===== config.mk =====
export PLATFORM = sky130hd
export DESIGN_NAME = bit_serial_adder_flat
export DESIGN_NICKNAME = d
export VERILOG_FILES = /design/src/rtl/arith_pkg.sv /design/src/rtl/bit_serial_adder_if.sv /design/src/rtl/full_adder_cell.sv /design/src/rtl/half_adder.sv /design/src/rtl/bit_serial_adder.sv /design/src/flat_wrapper.sv
export SDC_FILE = /design/constraint.sdc
export NUM_CORES = 1
export LEC_CHECK = 0
export ABC_AREA = 1
export BUFFER_PORTS_ARGS = -buffer_cell sky130_fd_sc_hd__buf_2
export CAP_MARGIN = 20
export CORE_MARGIN = 2
export CORE_UTILIZATION = 32
export DETAILED_ROUTE_END_ITERATION = 8
export GPL_TIMING_DRIVEN = 0
export PLACE_DENSITY = 0.51
export SYNTH_ARGS = -nofsm -noshare
export SYNTH_HDL_FRONTEND = slang
export SYNTH_SLANG_ARGS = --single-unit

===== constraint.sdc =====
create_clock -name clk -period 3.2 [get_ports clk]
set_clock_uncertainty 0.2 [all_clocks]
set_input_delay 0.64 -clock clk [delete_from_list [all_inputs] [get_ports clk]]
set_output_delay 0.64 -clock clk [all_outputs]
set_load 0.05 [all_outputs]

===== src/rtl/arith_pkg.sv =====
// Shared definitions for the serial arithmetic blocks: FSM state encoding
// and the widest operand size the serial adder supports.
package arith_pkg;

  localparam logic [1:0] ST_IDLE  = 2'd0;
  localparam logic [1:0] ST_SHIFT = 2'd1;
  localparam logic [1:0] ST_DONE  = 2'd2;

  localparam int unsigned MAX_WIDTH = 64;

  typedef enum logic [1:0] {
    S_IDLE  = ST_IDLE,
    S_SHIFT = ST_SHIFT,
    S_DONE  = ST_DONE
  } state_e;

endpackage


===== src/rtl/bit_serial_adder_if.sv =====
// Operand/result handshake bundle for bit_serial_adder.
//   master (upstream/downstream logic): drives start, a, b, cin; observes
//     ready, busy, done, sum, cout.
//   slave (the adder): the reverse directions.
interface bit_serial_adder_if #(
  parameter int unsigned WIDTH = 8
);

  logic             start;
  logic [WIDTH-1:0] a;
  logic [WIDTH-1:0] b;
  logic             cin;
  logic             ready;
  logic             busy;
  logic             done;
  logic [WIDTH-1:0] sum;
  logic             cout;

  modport master (
    output start, a, b, cin,
    input  ready, busy, done, sum, cout
  );

  modport slave (
    input  start, a, b, cin,
    output ready, busy, done, sum, cout
  );

endinterface


===== src/rtl/full_adder_cell.sv =====
// Single-bit full adder built from two half adders plus an OR on the carries.
//   a, b, cin : input bits
//   sum       : a ^ b ^ cin
//   cout      : majority(a, b, cin)
module full_adder_cell (
  input  logic a,
  input  logic b,
  input  logic cin,
  output logic sum,
  output logic cout
);

  logic s1;
  logic c1;
  logic c2;

  half_adder u_ha0 (
    .a     (a),
    .b     (b),
    .sum   (s1),
    .carry (c1)
  );

  half_adder u_ha1 (
    .a     (s1),
    .b     (cin),
    .sum   (sum),
    .carry (c2)
  );

  // The two half-adder carries are never both set, so OR gives the majority.
  assign cout = c1 | c2;

endmodule


===== src/rtl/half_adder.sv =====
// Single-bit half adder.
//   a, b  : input bits
//   sum   : a ^ b
//   carry : a & b
module half_adder (
  input  logic a,
  input  logic b,
  output logic sum,
  output logic carry
);

  assign sum   = a ^ b;
  assign carry = a & b;

endmodule


===== src/rtl/bit_serial_adder.sv =====
// LSB-first bit-serial adder: {cout,sum} = a + b + cin, one bit per clock
// through a single full-adder cell, with the carry held in a flop.
//   clk, rst_n : clock and synchronous active-low reset
//   bus        : slave side of bit_serial_adder_if
//                start/a/b/cin accepted while ready=1; busy during shifting;
//                done pulses one cycle with sum/cout valid.
// Latency: accept at E0, bits on E1..E_WIDTH, done high E_WIDTH..E_WIDTH+1.
module bit_serial_adder
  import arith_pkg::*;
#(
  parameter int unsigned WIDTH = 8
) (
  input  logic                clk,
  input  logic                rst_n,
  bit_serial_adder_if.slave   bus
);

  localparam int unsigned CNT_W = $clog2(WIDTH) + 1;

  if (WIDTH < 1 || WIDTH > MAX_WIDTH) begin : g_width_check
    $error("bit_serial_adder: WIDTH out of range");
  end

  state_e             state_q, state_d;
  logic [WIDTH-1:0]   a_sh_q,  a_sh_d;
  logic [WIDTH-1:0]   b_sh_q,  b_sh_d;
  logic [WIDTH-1:0]   sum_q,   sum_d;
  logic               carry_q, carry_d;
  logic               cout_q,  cout_d;
  logic [CNT_W-1:0]   cnt_q,   cnt_d;
  logic               ready_q, ready_d;
  logic               busy_q,  busy_d;
  logic               done_q,  done_d;

  logic               fa_sum;
  logic               fa_cout;

  // The one arithmetic slice, fed from the LSBs of the operand shifters.
  full_adder_cell u_fa (
    .a    (a_sh_q[0]),
    .b    (b_sh_q[0]),
    .cin  (carry_q),
    .sum  (fa_sum),
    .cout (fa_cout)
  );

  // Next-state, datapath and output decode.
  always_comb begin
    state_d = state_q;
    a_sh_d  = a_sh_q;
    b_sh_d  = b_sh_q;
    sum_d   = sum_q;
    carry_d = carry_q;
    cout_d  = cout_q;
    cnt_d   = cnt_q;

    case (state_q)
      S_IDLE: begin
        if (bus.start) begin
          a_sh_d  = bus.a;
          b_sh_d  = bus.b;
          carry_d = bus.cin;
          cnt_d   = '0;
          state_d = S_SHIFT;
        end
      end
      S_SHIFT: begin
        // New bit enters at the MSB; concatenation keeps WIDTH=1 legal.
        sum_d   = WIDTH'({fa_sum, sum_q} >> 1);
        a_sh_d  = a_sh_q >> 1;
        b_sh_d  = b_sh_q >> 1;
        carry_d = fa_cout;
        cnt_d   = cnt_q + CNT_W'(1);
        if (cnt_q == CNT_W'(WIDTH - 1)) begin
          cout_d  = fa_cout;
          state_d = S_DONE;
        end
      end
      S_DONE: begin
        state_d = S_IDLE;
      end
      default: begin
        state_d = S_IDLE;
      end
    endcase

    ready_d = (state_d == S_IDLE);
    busy_d  = (state_d == S_SHIFT);
    done_d  = (state_d == S_DONE);
  end

  // State and datapath registers with synchronous reset.
  always_ff @(posedge clk) begin
    if (!rst_n) begin
      state_q <= S_IDLE;
      a_sh_q  <= '0;
      b_sh_q  <= '0;
      sum_q   <= '0;
      carry_q <= 1'b0;
      cout_q  <= 1'b0;
      cnt_q   <= '0;
      ready_q <= 1'b1;
      busy_q  <= 1'b0;
      done_q  <= 1'b0;
    end else begin
      state_q <= state_d;
      a_sh_q  <= a_sh_d;
      b_sh_q  <= b_sh_d;
      sum_q   <= sum_d;
      carry_q <= carry_d;
      cout_q  <= cout_d;
      cnt_q   <= cnt_d;
      ready_q <= ready_d;
      busy_q  <= busy_d;
      done_q  <= done_d;
    end
  end

  assign bus.ready = ready_q;
  assign bus.busy  = busy_q;
  assign bus.done  = done_q;
  assign bus.sum   = sum_q;
  assign bus.cout  = cout_q;

endmodule


===== src/flat_wrapper.sv =====
// flat-port wrapper written by rule: the top's interface ports become plain ports
module bit_serial_adder_flat import arith_pkg::*;
#(
  parameter int unsigned WIDTH = 8
)
  (clk, rst_n, bus_start, bus_a, bus_b, bus_cin, bus_ready, bus_busy, bus_done, bus_sum, bus_cout);
  bit_serial_adder_if #(.WIDTH(WIDTH)) bus_i ();
  input  logic clk;
  input  logic rst_n;
  input wire logic [$bits(bus_i.start)-1:0] bus_start;
  input wire logic [$bits(bus_i.a)-1:0] bus_a;
  input wire logic [$bits(bus_i.b)-1:0] bus_b;
  input wire logic [$bits(bus_i.cin)-1:0] bus_cin;
  output wire logic [$bits(bus_i.ready)-1:0] bus_ready;
  output wire logic [$bits(bus_i.busy)-1:0] bus_busy;
  output wire logic [$bits(bus_i.done)-1:0] bus_done;
  output wire logic [$bits(bus_i.sum)-1:0] bus_sum;
  output wire logic [$bits(bus_i.cout)-1:0] bus_cout;
  assign bus_i.start = bus_start;
  assign bus_i.a = bus_a;
  assign bus_i.b = bus_b;
  assign bus_i.cin = bus_cin;
  assign bus_ready = bus_i.ready;
  assign bus_busy = bus_i.busy;
  assign bus_done = bus_i.done;
  assign bus_sum = bus_i.sum;
  assign bus_cout = bus_i.cout;
  bit_serial_adder #(.WIDTH(WIDTH)) u_core (.clk(clk), .rst_n(rst_n), .bus(bus_i));
endmodule

**After elaboration in Yosys (flattened, before gate mapping)**

Cells that the tools add are included.

- Div/mod/pow operators: 0
- $mul: 0
- Magnitude comparators: 0
- Mux-type cells: 11
- Shift operators: 0
- Equality and inequality tests: 5
- Reduce and logical (&&, ||, !) cells: 5
- Bitwise gates (word level): 5
- $add $sub $neg: 1

Operators by type and width:

| cell | count |
|---|---|
| 8-bit one-hot mux with 2 select lines | 2 |
| 8-bit 2-to-1 mux | 2 |
| 4-bit one-hot mux with 2 select lines | 1 |
| 4-bit by 1-bit adder with 4-bit output, second input constant | 1 |
| 2-bit by 1-bit == test with 1-bit output, second input constant | 2 |
| 4-bit by 3-bit == test with 1-bit output, second input constant | 1 |
| 2-bit zero test | 2 |
| 2-bit 2-to-1 mux | 2 |
| 4-bit 2-to-1 mux | 1 |
| 2-bit one-hot mux with 2 select lines | 1 |
| 2-bit AND reduction | 2 |
| 1-bit bitwise AND | 2 |
| 2-bit == test, second input constant | 1 |
| 2-bit inequality test, second input constant | 1 |
| 1-bit one-hot mux with 2 select lines | 1 |
| 2-bit nonzero test | 1 |
| 1-bit XOR | 2 |
| 1-bit 2-to-1 mux | 1 |
| 1-bit bitwise OR | 1 |

- Bits of input ports: 20
- Word-level logic and storage cells: 37
- ROM bits: 0
- Memory bits (writable): 0
- Flip-flop bits (word level): 35
- Output and inout port bits: 12
- Bits in latches: 0
- Memories kept: 0

**Depth between registers and ports, before layout**

- Word-level depth: 4
- Mapped depth: 7
- Depth with buffers taken out: 6

**Hierarchy**

From an unflattened synthesis, not the netlist that was laid out.

- Cells, all modules: 221
- Area, all modules: 1,545.2 um2

Modules (own cells, without submodules):

| module | sequential area each (um2) | cells an instance | area an instance (um2) | instances |
|---|---|---|---|---|
| bit_serial_adder | 700.7 | 216 | 1,508.9 | 1 |
| half_adder | 0.0 | 1 | 12.5 | 2 |
| full_adder_cell | 0.0 | 3 | 11.3 | 1 |

**Worst setup path before layout**

OpenSTA, ideal clock, no wires.

- Kind: input-to-reg
- Start point: input port bus_start
- End point: register u_core.a_sh_q[1]
- Arrival time: 1,261 ps
- Setup slack: 1,612 ps
- Setup time: 128 ps
- Data required time: 2,872 ps
- Buffers on the path: 2
- Cell stages on the path: 7
- Cells stage by stage: buf_2 nand2_1 nand2_1 buf_2 nor2_1 nor2_1 nor2_1

- Longest elaborated chain between the ends: 2

Ends and longest elaborated chain:

| what | RTL line | RTL |
|---|---|---|
| from (decl) | flat_wrapper.sv:10 | `input wire logic [$bits(bus_i.start)-1:0] bus_start;` |
| 2-bit inequality test (no source line) | -- |  |
| 2-bit AND reduction (no source line) | -- |  |
| to (signal assigned) | bit_serial_adder.sv:107 | `a_sh_q <= a_sh_d;` |
| to (decl) | bit_serial_adder.sv:25 | `logic [WIDTH-1:0] a_sh_q, a_sh_d;` |

Every way passes these cells.
A chain may end at the register's enable or synchronous reset.

**Final worst setup path**

- Start point: register u_core.sum_q[5] (netlist: u_core.bus.sum[5])
- End point: output port bus_sum[5]

RTL lines:

| what | RTL line | RTL |
|---|---|---|
| from (decl) | bit_serial_adder.sv:27 | `logic [WIDTH-1:0] sum_q, sum_d;` |
| from (signal assigned) | bit_serial_adder.sv:109 | `sum_q <= sum_d;` |
| to (decl) | flat_wrapper.sv:17 | `output wire logic [$bits(bus_i.sum)-1:0] bus_sum;` |

No word-level cell between the ends.

==> impl_results.md <==
* Critical path buffers and inverters at 1
* Slew @ Worst Pin at just under 0.5 ns
* Initial cell density of the core at 0.339
* Final nets at 280
* Mapped Cells at 221
* Vias in the first global route at 1308
* Clock Path Buffers at 2
* Max frequency at 565 MHz
* Post-route ant nets at 0
* Iteration count of the initial detailed-routing pass at 4
* Final period utilization at 0.553
* Initial antenna violation count at 0
* Endpoints failing setup at 0
* Num CTS Buffers at 5
* Slew HR at 0.679
* Worst Path Required at around 2.4 ns
* Layout area overhead at 23.1%
* First-pass GRT wire length at 5.91 mm
* Layout cells sized above 1 at 0.193
* Hold Crit Class: reg2reg
* Residual DRC count at 0
* Post-synth top flop: dfxtp_1
* CP max stage delay at between 0.3 and 0.4 ns
* Status: finished clean
* Most frequent cell after synthesis: nor2_1
* Post-DP HPWL at between 2 and 2.5 mm
* Hold_buf cts at 0
* Pwr/cell area at between 500 and 600 mW/mm²
* Share of the synthesized area in the top cell type at 0.465
* Crit-path slowest cell: dfxtp_1
* Clk sink count at 35
* Slew Limit Fails at 0
* Register area share after synthesis at 0.465
* Endpoints failing hold at 0
* Final worst path period need at 1.77 ns
* Fillers at 494
* Async set-reset flop share out of synthesis at 0
* #FFs+latches synth at 35
* Post_cts resized at 0
* Grt ovf at 0
* Placed cell area at 0.00172 mm²
* Detail-routed via count per cell at 4.55
* CP Max Fanout at 3
* FP Rows at 24
* IO Port Bufs at 30
* Cell variety after synth at 15
* CP startpoint kind: flop
* Vias at about 1400
* Clk slew on worst S/H paths at 0.07 ns
* Largest net degree at the start of global routing at 12
* VDD IR-drop max at 210 µV
* ANT cells at 0
* Synth Warn # at 0
* Die area at 0.00528 mm²
* Clock Tree Root: clkbuf_8
* Design Area, Final at 0.00186 mm²
* Post-synth EDFFs at 0
* Unrepaired setup endpoints after global routing: false
* H-tree lvl count at 2
* Fin util at 0.418
* Worst setup EP type: output pin
* Post CTS Setup Buffer Count at 0
* Core area at 0.00444 mm²
* Wire per inst at roughly 11 µm
* Clk Latency, worst-skew pair at 0.29 ns
* RD Place Congestion at 0.732
* Detailed Route WL at approximately 3.5 mm
* Fin Setup TNS at 0 ns
* Synth Net Count at 243
* Synth cell count leaders: nor2_1 (51), nand2_1 (47), dfxtp_1 (35)
* LEAKAGE at 0.000902 µW
* GRT Total Usage at 0.148
* Mapped cell area at between 0.0015 and 0.002 mm²
* Vert. Die Dim at roughly 73 µm
* Initial DRC Count at a little under 80
* CP Data Arrival Time at just over 0.9 ns
* Max Cap Viol at 0
* I/O pin count at 32
* CTS tree: yes
* CP delay by family, top: flip-flops
* Worst path cell trace: buf_2
* Post-synth top area cell: dfxtp_1
* Syn Area/Cell at 6.82 µm²
* Die Wd at 72.6 µm
* Worst setup path class: reg2out
* Top cells by area, synth: dfxtp_1 (46%), nor2_1 (13%), nand2_1 (12%), nand3_1 (11%), inv_1 (5.0%)
-- layout make-up --
class                   count  area (µm²)  share of cell area
clock inverters             2        60.1              0.0324
plain buffers              12        56.3              0.0303
well taps                  52        65.1              0.0351
inverters                  22        82.6              0.0445
flip-flops and latches     35         701               0.378
multi-input cells         152         668               0.360
repair buffers             30         150              0.0809
clock buffers               6        72.6              0.0391
-- registers in the layout, summed over array words and instances, names as in the netlist, 2 cells and up --
signal,cells
u_core.state_q,2
u_core.b_sh_q,8
u_core.a_sh_q,8
u_core.bus.sum,8
u_core.cnt_q,4
-- routing by layer --
| metal | track usage | part of all wire |
|---|---|---|
| met1 | 0.181 | 0.50 |
| met2 | 0.232 | 0.43 |
| met3 | 0.0483 | 0.049 |
| met4 | 0.0741 | 0.020 |
| met5 | 0 | 0 |
-- stage by stage --
step                      instances  worst slack, ns  hold slack (ns)  power (µW)
after detailed placement        303             1.33            0.270         629
after CTS                       311             1.42            0.287        1110
final                           311             1.43            0.279        1100
after floorplan                 221             1.61            0.247         587
after global routing            311             1.39            0.309        1150
after global placement          303             1.35            0.263         629
-- path summary, 6_finish.rpt --
kind | from | end | slack (ns) | cells after the start
min | u_core.bus.sum[0]$_SDFFE_PN0P_ | u_core.bus.sum[0]$_SDFFE_PN0P_ | 0.28 | 2
max | u_core.bus.sum[5]$_SDFFE_PN0P_ | bus_sum[5] | 1.43 | 1
min reg2reg | u_core.bus.sum[0]$_SDFFE_PN0P_ | u_core.bus.sum[0]$_SDFFE_PN0P_ | 0.28 | 2
max reg2reg | u_core.state_q[1]$_SDFF_PN0_ | u_core.b_sh_q[5]$_SDFFE_PN0P_ | 1.74 | 6
-- report_power, final --
part	total [µW]	internal [µW]	switching [µW]
registers	473	460	13.6
clock network	478	312	167
logic	144	44.8	99.3
-- cell usage in the layout, fill, tap and decap left out --
cell type	count
buf_2	39
clkbuf_8	5
clkbuf_1	4
inv_1	20
dfxtp_1	35
inv_2	2
nor2_1	51
ha_1	1
nand3_1	32
nor2_4	1
nor2_2	1
bufinv_16	2
nand2_1	47
a21oi_1	5
fa_1	1
o21ai_0	10
nor3_1	3
-- logic make-up after synthesis --
| kind of cell | count (synthesis) | synth area share |
|---|---|---|
| AND/OR/NAND/NOR | 135 | 0.372 |
| buffers and inverters | 34 | 0.0921 |
| AO/OA/AOI/OAI | 15 | 0.0498 |
| flip-flops | 35 | 0.465 |
| adder cells (fa/ha/maj) | 2 | 0.0216 |
No activity file was read; power rests on OpenSTA's default activity.
